$ cat config.mk
export PLATFORM = sky130hd
export DESIGN_NAME = midori_share_gen
export DESIGN_NICKNAME = d
export VERILOG_FILES = /design/src/rtl/midori_share_pkg.sv /design/src/rtl/xorshift128_prng.sv /design/src/rtl/midori_share_gen.sv
export SDC_FILE = /design/constraint.sdc
export NUM_CORES = 1
export LEC_CHECK = 0
export CAP_MARGIN = 0
export CORE_UTILIZATION = 55
export DETAILED_ROUTE_END_ITERATION = 6
export PLACE_DENSITY = 0.81
export SLEW_MARGIN = 20
export SYNTH_ARGS = -nofsm -noshare
export SYNTH_HDL_FRONTEND = slang
export SYNTH_SLANG_ARGS = --single-unit
$ cat constraint.sdc
create_clock -name clk -period 3.76 [get_ports clk]
set_clock_uncertainty 0.15 [all_clocks]
set_input_delay 0.564 -clock clk [delete_from_list [all_inputs] [get_ports clk]]
set_output_delay 0.564 -clock clk [all_outputs]
set_load 0.02 [all_outputs]
$ cat src/rtl/midori_share_pkg.sv
// Shared types and constants for the Midori64 plaintext share generator.
// Holds the FSM state type, default PRNG seed words and the xorshift128 step.
package midori_share_pkg;

  typedef enum logic [1:0] {
    ST_IDLE = 2'd0,
    ST_FILL = 2'd1,
    ST_OUT  = 2'd2
  } state_t;

  localparam logic [31:0] DEF_SEED_X = 32'd123456789;
  localparam logic [31:0] DEF_SEED_Y = 32'd362436069;
  localparam logic [31:0] DEF_SEED_Z = 32'd521288629;
  localparam logic [31:0] DEF_SEED_W = 32'd88675123;

  localparam int FILL_WORDS = 4;
  localparam int MASK_W     = 128;

  // State is packed {x,y,z,w}, x in the top word; returns the stepped state.
  function automatic logic [127:0] xorshift_next(input logic [127:0] s);
    logic [31:0] x, y, z, w, t, w_n;
    {x, y, z, w} = s;
    t   = x ^ (x << 11);
    w_n = w ^ (w >> 19) ^ t ^ (t >> 8);
    return {y, z, w, w_n};
  endfunction

endpackage

$ cat src/rtl/xorshift128_prng.sv
// xorshift128 mask generator. While step is high word_out already shows the
// word produced by this cycle's step, so the caller can store it on the same edge.
module xorshift128_prng
  import midori_share_pkg::*;
#(
  parameter logic [31:0] SEED_X = DEF_SEED_X,
  parameter logic [31:0] SEED_Y = DEF_SEED_Y,
  parameter logic [31:0] SEED_Z = DEF_SEED_Z,
  parameter logic [31:0] SEED_W = DEF_SEED_W
) (
  input  logic         clk,
  input  logic         rst_n,
  input  logic         step,
  input  logic         load,
  input  logic [127:0] seed,
  output logic [31:0]  word_out
);

  localparam logic [127:0] DEFAULT_STATE = {SEED_X, SEED_Y, SEED_Z, SEED_W};

  logic [127:0] state_q;
  logic [127:0] state_next;

  assign state_next = xorshift_next(state_q);

  // A zero seed would lock the generator at zero, so it selects the defaults.
  always_ff @(posedge clk or negedge rst_n) begin
    if (!rst_n) begin
      state_q <= DEFAULT_STATE;
    end else if (load) begin
      state_q <= (seed == '0) ? DEFAULT_STATE : seed;
    end else if (step) begin
      state_q <= state_next;
    end
  end

  assign word_out = step ? state_next[31:0] : state_q[31:0];

endmodule

$ cat src/rtl/midori_share_gen.sv
// Splits one 64-bit plaintext into a uniform 3-share sharing (r0, r1, pt^r0^r1).
// Macro SHARE_GEN_EXT_RAND_EN: masks come from rand_in and the FILL phase is skipped.
module midori_share_gen
  import midori_share_pkg::*;
#(
  parameter logic [31:0] SEED_X = DEF_SEED_X,
  parameter logic [31:0] SEED_Y = DEF_SEED_Y,
  parameter logic [31:0] SEED_Z = DEF_SEED_Z,
  parameter logic [31:0] SEED_W = DEF_SEED_W
) (
  input  logic          clk,
  input  logic          rst_n,
  input  logic [63:0]   pt_in,
  input  logic          pt_valid,
  output logic          pt_ready,
  input  logic [127:0]  seed_in,
  input  logic          seed_load,
`ifdef SHARE_GEN_EXT_RAND_EN
  input  logic [127:0]  rand_in,
`endif
  output logic [63:0]   group_in0,
  output logic [63:0]   group_in1,
  output logic [63:0]   group_in2,
  output logic          out_valid,
  input  logic          out_ready
);

  // Handshake: a transfer happens on a rising edge where valid and ready are
  // both high; valid holds with its data stable until then, ready is Moore.

  state_t              state;
  logic [1:0]          cnt;
  logic [63:0]         pt_q;
  logic [MASK_W-1:0]   mask;
  logic [MASK_W-1:0]   mask_next;
  logic [31:0]         prng_word;
  logic                prng_step;
  logic                prng_load;

`ifdef SHARE_GEN_EXT_RAND_EN
  assign prng_step = 1'b0;
`else
  assign prng_step = (state == ST_FILL);
`endif
  assign prng_load = seed_load && (state == ST_IDLE);

  xorshift128_prng #(
    .SEED_X (SEED_X),
    .SEED_Y (SEED_Y),
    .SEED_Z (SEED_Z),
    .SEED_W (SEED_W)
  ) u_prng (
    .clk      (clk),
    .rst_n    (rst_n),
    .step     (prng_step),
    .load     (prng_load),
    .seed     (seed_in),
    .word_out (prng_word)
  );

  // Mask with this cycle's word merged in, so the last word reaches the shares directly.
  always_comb begin
    mask_next = mask;
    mask_next[{cnt, 5'd0} +: 32] = prng_word;
  end

  always_ff @(posedge clk or negedge rst_n) begin
    if (!rst_n) begin
      state     <= ST_IDLE;
      cnt       <= '0;
      pt_q      <= '0;
      mask      <= '0;
      pt_ready  <= 1'b1;
      out_valid <= 1'b0;
      group_in0 <= '0;
      group_in1 <= '0;
      group_in2 <= '0;
    end else begin
      case (state)
        ST_IDLE: begin
          if (pt_valid) begin
            pt_q     <= pt_in;
            cnt      <= '0;
            pt_ready <= 1'b0;
`ifdef SHARE_GEN_EXT_RAND_EN
            mask      <= rand_in;
            group_in0 <= rand_in[63:0];
            group_in1 <= rand_in[127:64];
            group_in2 <= pt_in ^ rand_in[63:0] ^ rand_in[127:64];
            out_valid <= 1'b1;
            state     <= ST_OUT;
`else
            state    <= ST_FILL;
`endif
          end
        end
        ST_FILL: begin
          mask <= mask_next;
          cnt  <= cnt + 2'd1;
          if (cnt == 2'(FILL_WORDS - 1)) begin
            group_in0 <= mask_next[63:0];
            group_in1 <= mask_next[127:64];
            group_in2 <= pt_q ^ mask_next[63:0] ^ mask_next[127:64];
            out_valid <= 1'b1;
            state     <= ST_OUT;
          end
        end
        ST_OUT: begin
          if (out_ready) begin
            out_valid <= 1'b0;
            pt_ready  <= 1'b1;
            state     <= ST_IDLE;
          end
        end
        default: begin
          state     <= ST_IDLE;
          pt_ready  <= 1'b1;
          out_valid <= 1'b0;
        end
      endcase
    end
  end

endmodule

### After elaboration in Yosys (flattened, before gate mapping)

Cells that the tools add are included.

* output and inout port bits: 194
* flip-flop bits (word level): 518
* logic and storage cells: 56

* shift-type cells: 2
* equality and inequality tests: 6
* multiplexer cells: 17
* reductions and logical operators: 11
* bitwise gates (word level): 8
* add/sub/neg operators: 2

Operator list (count)
* $mux W128: 3
* $bwmux W128: 1
* $logic_not A128 Y1: 1
* $shift A32 B9 Y128 const A: 1
* $shiftx A32 B9 Y128: 1
* $xor A64 B64 Y64: 2
* $xor A32 B32 Y32: 2
* $mux W32: 1
* $xor A32 B13 Y32: 1
* $xor A32 B24 Y32: 1
* $neg A7 Y9: 1
* $reduce_and A3 Y1: 3
* $mux W2: 4
* $ne A2 B2 Y1 const B: 3
* $pmux W1 S3: 2
* $pmux W2 S3: 1
* $reduce_and A2 Y1: 3
* $eq A2 B2 Y1 const B: 2
* $mux W1: 4
* $pmux W2 S2: 1
* $reduce_bool A2 Y1: 2
* $add A2 B1 Y2 const B: 1
* $eq A2 B1 Y1 const B: 1
* $logic_not A2 Y1: 1
* other kinds (2): 3

### Depth between registers and ports, before layout

Gate-level depths: netlist (run 1).

* word-level depth: 8
* mapped depth: 12
* gate-level depth less buffers: 8

### Cells and area by module

From an unflattened synthesis (run 1), not the netlist that was laid out.

* cell total of the unflattened synthesis: 2580
* area, all modules: 25698.4 um2

By module, submodules not included
* midori_share_gen: area each 18427.7 um2, cells an instance 1845, instances 1
* xorshift128_prng: area each 7270.7 um2, cells an instance 735, instances 1

### Least setup slack after synthesis (run 1)

Ideal clock, no wire load.

* path type: register to register
* start: register cnt[0]
* end: register group_in2[1]
* cell stages (with the launch flop): 10
* setup time: 0.125 ns
* clock period less this slack: 2.764 ns
* slack: 0.996 ns
* arrival time: 2.489 ns
* cells stage by stage: dfrtp_1 clkbuf_1 inv_1 ha_1 nor4bb_1 buf_2 buf_2 a22oi_1 xor3_1 mux2_2

* cells in the longest elaborated chain, start to end: 5
* elaborated cells between the ends (all ways): 8
* those cells by class: add/sub: 1; eq/ne: 1; shift: 2; mux: 1; bitwise: 2; reduce/logical: 1

RTL lines
* start: declaration: RTL line midori_share_gen.sv:32 `logic [1:0] cnt;`
* start signal: assignment: RTL line midori_share_gen.sv:99 `cnt <= cnt + 2'd1;`
* $neg A7 Y9: RTL line midori_share_gen.sv:64 `mask_next[{cnt, 5'd0} +: 32] = prng_word;`
* $shiftx A32 B9 Y128 or $shift A32 B9 Y128 (tied branches): RTL line midori_share_gen.sv:64
* $bwmux W128: RTL line midori_share_gen.sv:64
* $xor A64 B64 Y64 (2 in a row): RTL line midori_share_gen.sv:103 `group_in2 <= pt_q ^ mask_next[63:0] ^ mask_next[127:64];`
* end signal: assignment: RTL line midori_share_gen.sv:103
* end: declaration: RTL line midori_share_gen.sv:23 `output logic [63:0] group_in2,`

Parallel ways exist; a longest one is shown, timed or not.
A chain may end at the register's enable or synchronous reset.

### Final worst setup path (run 1)

* start: register u_prng.state_q[116]
* end: register mask[87]

* cells in the longest elaborated chain, start to end: 6

RTL lines
* start: declaration: RTL line xorshift128_prng.sv:21 `logic [127:0] state_q;`
* start signal: assignment: RTL line xorshift128_prng.sv:31 `state_q <= (seed == '0) ? DEFAULT_STATE : seed;`
* start signal: assignment: RTL line xorshift128_prng.sv:33 `state_q <= state_next;`
* $xor A32 B32 Y32 *: RTL line midori_share_pkg.sv:23 `t = x ^ (x << 11);`
* $xor A32 B32 Y32: RTL line midori_share_pkg.sv:24 `w_n = w ^ (w >> 19) ^ t ^ (t >> 8);`
* $xor A32 B24 Y32 *: RTL line midori_share_pkg.sv:24
* $mux W32 *: RTL line xorshift128_prng.sv:37 `assign word_out = step ? state_next[31:0] : state_q[31:0];`
* $shiftx A32 B9 Y128 *: RTL line midori_share_gen.sv:64
* $bwmux W128 *: RTL line midori_share_gen.sv:64
* end signal: assignment: RTL line midori_share_gen.sv:98 `mask <= mask_next;`
* end: declaration: RTL line midori_share_gen.sv:34 `logic [MASK_W-1:0] mask;`

Mark *: on every way between the ends. The rest lies on a longest branch, timed or not.

==> out/results.txt, run 1 <==
# clock sinks -> 518
CP arrival -> 3.61 ns
WL/cell -> 24.26 um
P_leak -> 14.21 nW
Fillers -> 3,697
Root Buffer -> clkbuf_16
vias in the first global route -> 24,080
Post-synth EDFFs -> 0
Critical-path top delay cell -> xnor2_1
PD cells -> 1103 nW/um2
Final Hold Fails -> 0
pin count of the biggest net entering global routing -> 137
most frequent cells in the layout -> dfrtp_1, nand2_1, clkdlybuf4s50_1, o21ai_0, nand3_1
DRC -> 0
Relative slew margins -> 28.22%
crit path time final -> 3.270 ns
Slew Viols, Final -> 0
Initial Util -> 55.66%
highest clock rate -> 305.8 MHz
RSZ-0062 raised after global routing -> false
vias per cell -> 6.461
Worst Path Max Fanout -> 9
First DRT Iteration DRCs -> 3,206
syn_nets -> 3,102
Setup Buffers After CTS -> 0
setup tns final -> 0 ns
CTS tree -> yes
max_cap viols -> 0
vias -> 25,330
total track usage -> 37.29%
type of origin of the critical path -> register
Final period util -> 86.97%
Inserted Clock Buffers -> 55
Peak VDD IR -> 0.7624 mV
RD Place Congestion -> 0.9562
Hold WC Path Type -> register to register
CP peak stage delay -> 0.84 ns
# setup viols final -> 0
routed wire length -> 95,090 um
Yosys warnings -> 0
Finished Layout Cells -> 3,920
post-synthesis cell type count -> 64
Post-DP HPWL -> 67,720 um
share of layout cells above drive strength 1 -> 11.28%
Setup CP Type -> register to register
Worst-Margin Slew -> 1.069 ns
Syn Inst Count -> 2,899
row cnt -> 81
cell area after synthesis -> 27,190 um2
critical path cell sequence -> xnor2_1, xnor2_1, nor3_1, or2_2, a21boi_0, o21ai_0
cts hold-fix bufs -> 1
data required time of the worst path -> 4.10 ns
clock-pin slew on the worst setup and hold paths -> 0.07 ns
post-CTS sizing -> 0
Top FF cell, synth -> dfrtp_1
Ports -> 391
area delta synth->final -> 24.30%
H-tree Lvls -> 2
Chip Width -> 224.3 um
Die Ht -> 224.3 um
area of the core -> 48,850 um2
die area -> 50,330 um2
placed cells -> 3,813
Clock Latency Late Sink -> 0.63 ns
Port Buffers -> 390
Critical Path Sink Type -> register
syn avg cell area -> 9.379 um2
outcome -> complete, no violations
#FFs+latches synth -> 518
CP most frequent cell -> xnor2_1
global-route wire length before repair -> 142,800 um
Seq/Total Area, Yosys -> 47.96%
fin nets -> 3,410
drt first pass iters -> 5
global route overflow -> 0
post-route ant nets -> 0
commonest non-fill, non-tap cell in the layout -> dfrtp_1
initial antenna violation count -> 4
Post-synth ARST share -> 100.0%
CTS max path bufs -> 3
[layer usage]
metal  global-route usage [%]  share of wire (%)  vias to the layer above
met4                    16.37                4.4                        6
met5                        0              0.041                        -
met1                    52.29                 40                    12380
met2                    56.44                 45                     1626
li1                         -                  -                    11050
met3                    7.355                 11                      257
[layout make-up]
class / instances / area [um2] / area share (%)
clock buffer: 75 / 1583 / 4.683
antenna: 2 / 5.005 / 0.01481
inverter: 6 / 22.52 / 0.06663
multi-input combinational: 2160 / 13260 / 39.23
timing repair buffer: 466 / 4707 / 13.93
clock inverter: 29 / 352.8 / 1.044
tap: 664 / 830.8 / 2.458
sequential: 518 / 13040 / 38.58
[critical path, delay by kind of cell, from the launching register on]
family	cells	cell delay [ns]
XOR/XNOR	2	0.98
AO/OA/AOI/OAI	2	0.70
flip-flops	1	0.65
AND/OR/NAND/NOR	2	0.64
[report_power, final]
part | total, W | leakage [nW] | switching, W | internal, W
clock | 0.00583 | 0.955 | 0.00239 | 0.00344
sequential | 0.0109 | 6.54 | 0.00257 | 0.00830
combinational | 0.0206 | 6.72 | 0.0125 | 0.00803
[kinds of logic (layout without fill, tap and decap cells)]
logic type | count (synthesis) | after routing | share of synthesized area (%)
XOR/XNOR | 110 | 110 | 5.858
AO/OA/AOI/OAI | 685 | 685 | 15.87
AND/OR/NAND/NOR | 1263 | 1263 | 22.46
flip-flops | 518 | 518 | 47.96
buffers and inverters | 221 | 576 | 3.718
adder cells (fa/ha/maj) | 6 | 6 | 0.2761
multiplexers | 96 | 96 | 3.861
other | 0 | 2 | 0
[worst paths after layout]
kind,endpoint,from,cells after the start,slack (ns)
min,mask[53],mask[53],2,0.33
min in group asynchronous,pt_q[56],rst_n,2,0.39
max in group asynchronous,pt_ready,rst_n,3,2.09
min reg2reg,mask[53],mask[53],2,0.33
max,mask[87],u_prng.state_q[116],6,0.49
max reg2reg,mask[87],u_prng.state_q[116],6,0.49
[through the flow]
stage	total power [W]	hold slack (ns)	instance area, um2	utilization [%]	setup slack, ns
2_1_floorplan	0.02287	0.1184	27190	-	0.9962
3_3_place_gp	0.02983	0.3055	31820	65.15	0.3562
3_5_place_dp	0.03063	0.3128	31830	65.16	0.4974
4_1_cts	0.03659	0.3266	33770	69.14	0.6142
5_1_grt	0.03889	0.3353	33800	69.18	0.4212
6_report	0.03727	0.3252	33800	69.19	0.4899
[synth_stat cells (17+ instances only)]
cell type  instances  area share (%)
dfrtp_1          456              42
nand2_1          428             5.9
o21ai_0          321             5.9
nand3_1          232             4.3
nor2_1           214             3.0
clkbuf_1         125             1.7
nor2b_1           80             1.8
nor4_1            75             1.7
mux2_2            71             2.9
dfstp_2           62             6.0
buf_2             59             1.1
nand4_1           54             1.2
o2111ai_1         44             1.4
o22ai_1           44             1.0
xnor2_1           44             1.4
a22oi_1           42             1.2
a21oi_1           39            0.72
o21a_1            38             1.0
o31ai_1           37             1.0
a21boi_0          36            0.99
or2_2             27            0.62
or4_1             26            0.72
mux2i_1           25            0.92
nand2b_1          25            0.58
xnor3_1           25             2.1
and3_1            22            0.51
nor3_1            22            0.40
o22a_1            21            0.68
a22o_1            19            0.61
xor2_1            17            0.55
[flip-flops by register name (all words and copies together), names as in the netlist, 2 cells and up]
register        flops
mask              128
u_prng.state_q    128
group_in0          64
group_in1          64
group_in2          64
pt_q               64
cnt                 2
state               2
Power figures use the tool's default switching activity.
==> run 2: changes to the inputs <==
- CELL_PAD_IN_SITES_DETAIL_PLACEMENT: default -> 0
- CELL_PAD_IN_SITES_GLOBAL_PLACEMENT: default -> 1
- CORE_UTILIZATION: 55 -> 42
- PLACE_DENSITY: 0.81 -> default
- PLACE_DENSITY_LB_ADDON: default -> 0.1
==> run 2 against run 1 <==
  * First-iteration DRC count is 34% lower
  * Clock power is 14% higher
  * Sequential share of layout area is 0.76 points lower
  * Largest cell class unchanged
  * Largest power group unchanged
==> out/results.txt, run 2 (synthesis results as in run 1) <==
Port Buffers -> 390
row cnt -> 92
CTS tree -> yes
Final period util -> 85.53%
Slew Viols, Final -> 0
R2R depth -> 7
P_leak -> 14.44 nW
Die Ht -> 256.4 um
pin count of the biggest net entering global routing -> 208
setup tns final -> 0 ns
hold depth -> 2
vias -> 24,340
Peak VDD IR -> 0.5547 mV
initial antenna violation count -> 5
fin nets -> 3,431
Initial Util -> 42.79%
Chip Width -> 256.4 um
Critical Path Sink Type -> register
drt first pass iters -> 5
CP arrival -> 3.61 ns
global-route wire length before repair -> 147,600 um
post-route ant nets -> 0
area delta synth->final -> 26.79%
Final Hold Fails -> 0
Root Buffer -> clkbuf_16
R2R Path End -> group_in2[63]
most frequent cells in the layout -> dfrtp_1, nand2_1, clkdlybuf4s50_1, o21ai_0, nand3_1
Ports -> 391
RD Place Congestion -> 0.9077
die area -> 65,760 um2
outcome -> complete, no violations
CTS max path bufs -> 3
post-layout util -> 54.26%
Fillers -> 5,815
Largest regs -> mask: 128 flops, u_prng.state_q: 128 flops
Setup CP Type -> register to register
clock-pin slew on the worst setup and hold paths -> 0.06 ns
Worst Path Max Fanout -> 37
crit path time final -> 3.216 ns
post-CTS sizing -> 0
routed wire length -> 97,890 um
Hold WC Path Type -> register to register
max_cap viols -> 0
area of the core -> 63,540 um2
worst min-delay path startpoint -> mask[111]
worst hold margin -> 0.3192 ns
Worst-Margin Slew -> 1.200 ns
R2R Path Start -> cnt[1]
RSZ-0062 raised after global routing -> false
share of layout cells above drive strength 1 -> 11.90%
Post-DP HPWL -> 71,310 um
DRC -> 0
PD cells -> 1106 nW/um2
WL/cell -> 23.72 um
hold path endpoint -> mask[111]
Inserted Clock Buffers -> 58
commonest non-fill, non-tap cell in the layout -> dfrtp_1
Worst R2R Setup Slack -> 0.54 ns
data required time of the worst path -> 4.16 ns
vias in the first global route -> 23,370
Relative slew margins -> 19.45%
H-tree Lvls -> 2
global route overflow -> 0
type of origin of the critical path -> register
# setup viols final -> 0
Clock Latency Late Sink -> 0.64 ns
First DRT Iteration DRCs -> 2,106
highest clock rate -> 311.0 MHz
total track usage -> 29.39%
# clock sinks -> 518
vias per cell -> 5.897
## run 2: changes by cell type in the layout (fill, tap and decap cells not counted), sizes merged
cell	before	now
buf	76	94
bufinv	7	15
clkinv	19	12
clkbuf	75	79
diode	2	3
inv	6	7
## run 2: critical path, stage by stage, from the launching register on
cell and delay [ns]:
dfrtp_1 0.40, inv_1 0.11, ha_1 0.52, and4b_2 0.63, buf_4 0.53, a22oi_1 0.25, xnor3_1 0.39, o21ai_0 0.14
## run 2: timing repair
| item | 4_1_cts | 5_1_grt |
|---|---|---|
| hold buffers | 1 | 0 |
| endpoints found under the hold margin | 72 | 0 |
| buffers inserted | 0 | 0 |
## run 2: worst max-delay path by stage
stage                             start  cells past startpoint            endpoint  slack (ns)
global route        u_prng.state_q[116]                      6       group_in1[23]        0.34
finish                           cnt[1]                      7       group_in2[63]        0.54
CTS                              cnt[1]                      7       group_in2[63]        0.59
detailed placement          seed_in[31]                      9  u_prng.state_q[41]        0.51
floorplan                        cnt[0]                      9        group_in2[1]         1.0
global placement            seed_in[30]                      9   u_prng.state_q[0]        0.47
## run 2: metrics by stage
step	setup WS (ns)	instances	instance area [um2]	power, W
after global routing	0.3394	4125	34470	0.04027
after CTS	0.5949	4124	34450	0.03797
after detailed placement	0.5100	4013	32210	0.03125
after floorplan	0.9962	2899	27190	0.02287
final	0.5442	4127	34480	0.03814
after global placement	0.4690	4013	32210	0.03069
## run 2: metal layers
metal | share of wire (%) | vias up | routed length, um | GRT usage [%]
li1 | - | 11100 | - | -
met2 | 44 | 1003 | 43500 | 44.53
met5 | 0.015 | - | 15 | 0
met1 | 45 | 12100 | 44220 | 42.76
met3 | 7.7 | 134 | 7575 | 5.664
met4 | 2.6 | 2 | 2587 | 8.251
## run 2: where the power goes
| part | internal [W] | switching [W] | total, W | leakage (nW) |
|---|---|---|---|---|
| registers | 0.00830 | 0.00244 | 0.0107 | 6.54 |
| logic | 0.00810 | 0.0127 | 0.0208 | 6.81 |
| clock network | 0.00414 | 0.00247 | 0.00662 | 1.09 |
| total | 0.0205 | 0.0176 | 0.0381 | 14.4 |
## run 2: layout make-up
type	count	area [um2]	share of cell area, %
sequential	518	13040	37.82
multi-input combinational	2160	13250	38.43
clock inverter	31	560.5	1.626
inverter	6	22.52	0.06533
tap	846	1059	3.070
clock buffer	79	1672	4.849
antenna	3	7.507	0.02178
timing repair buffer	484	4867	14.12
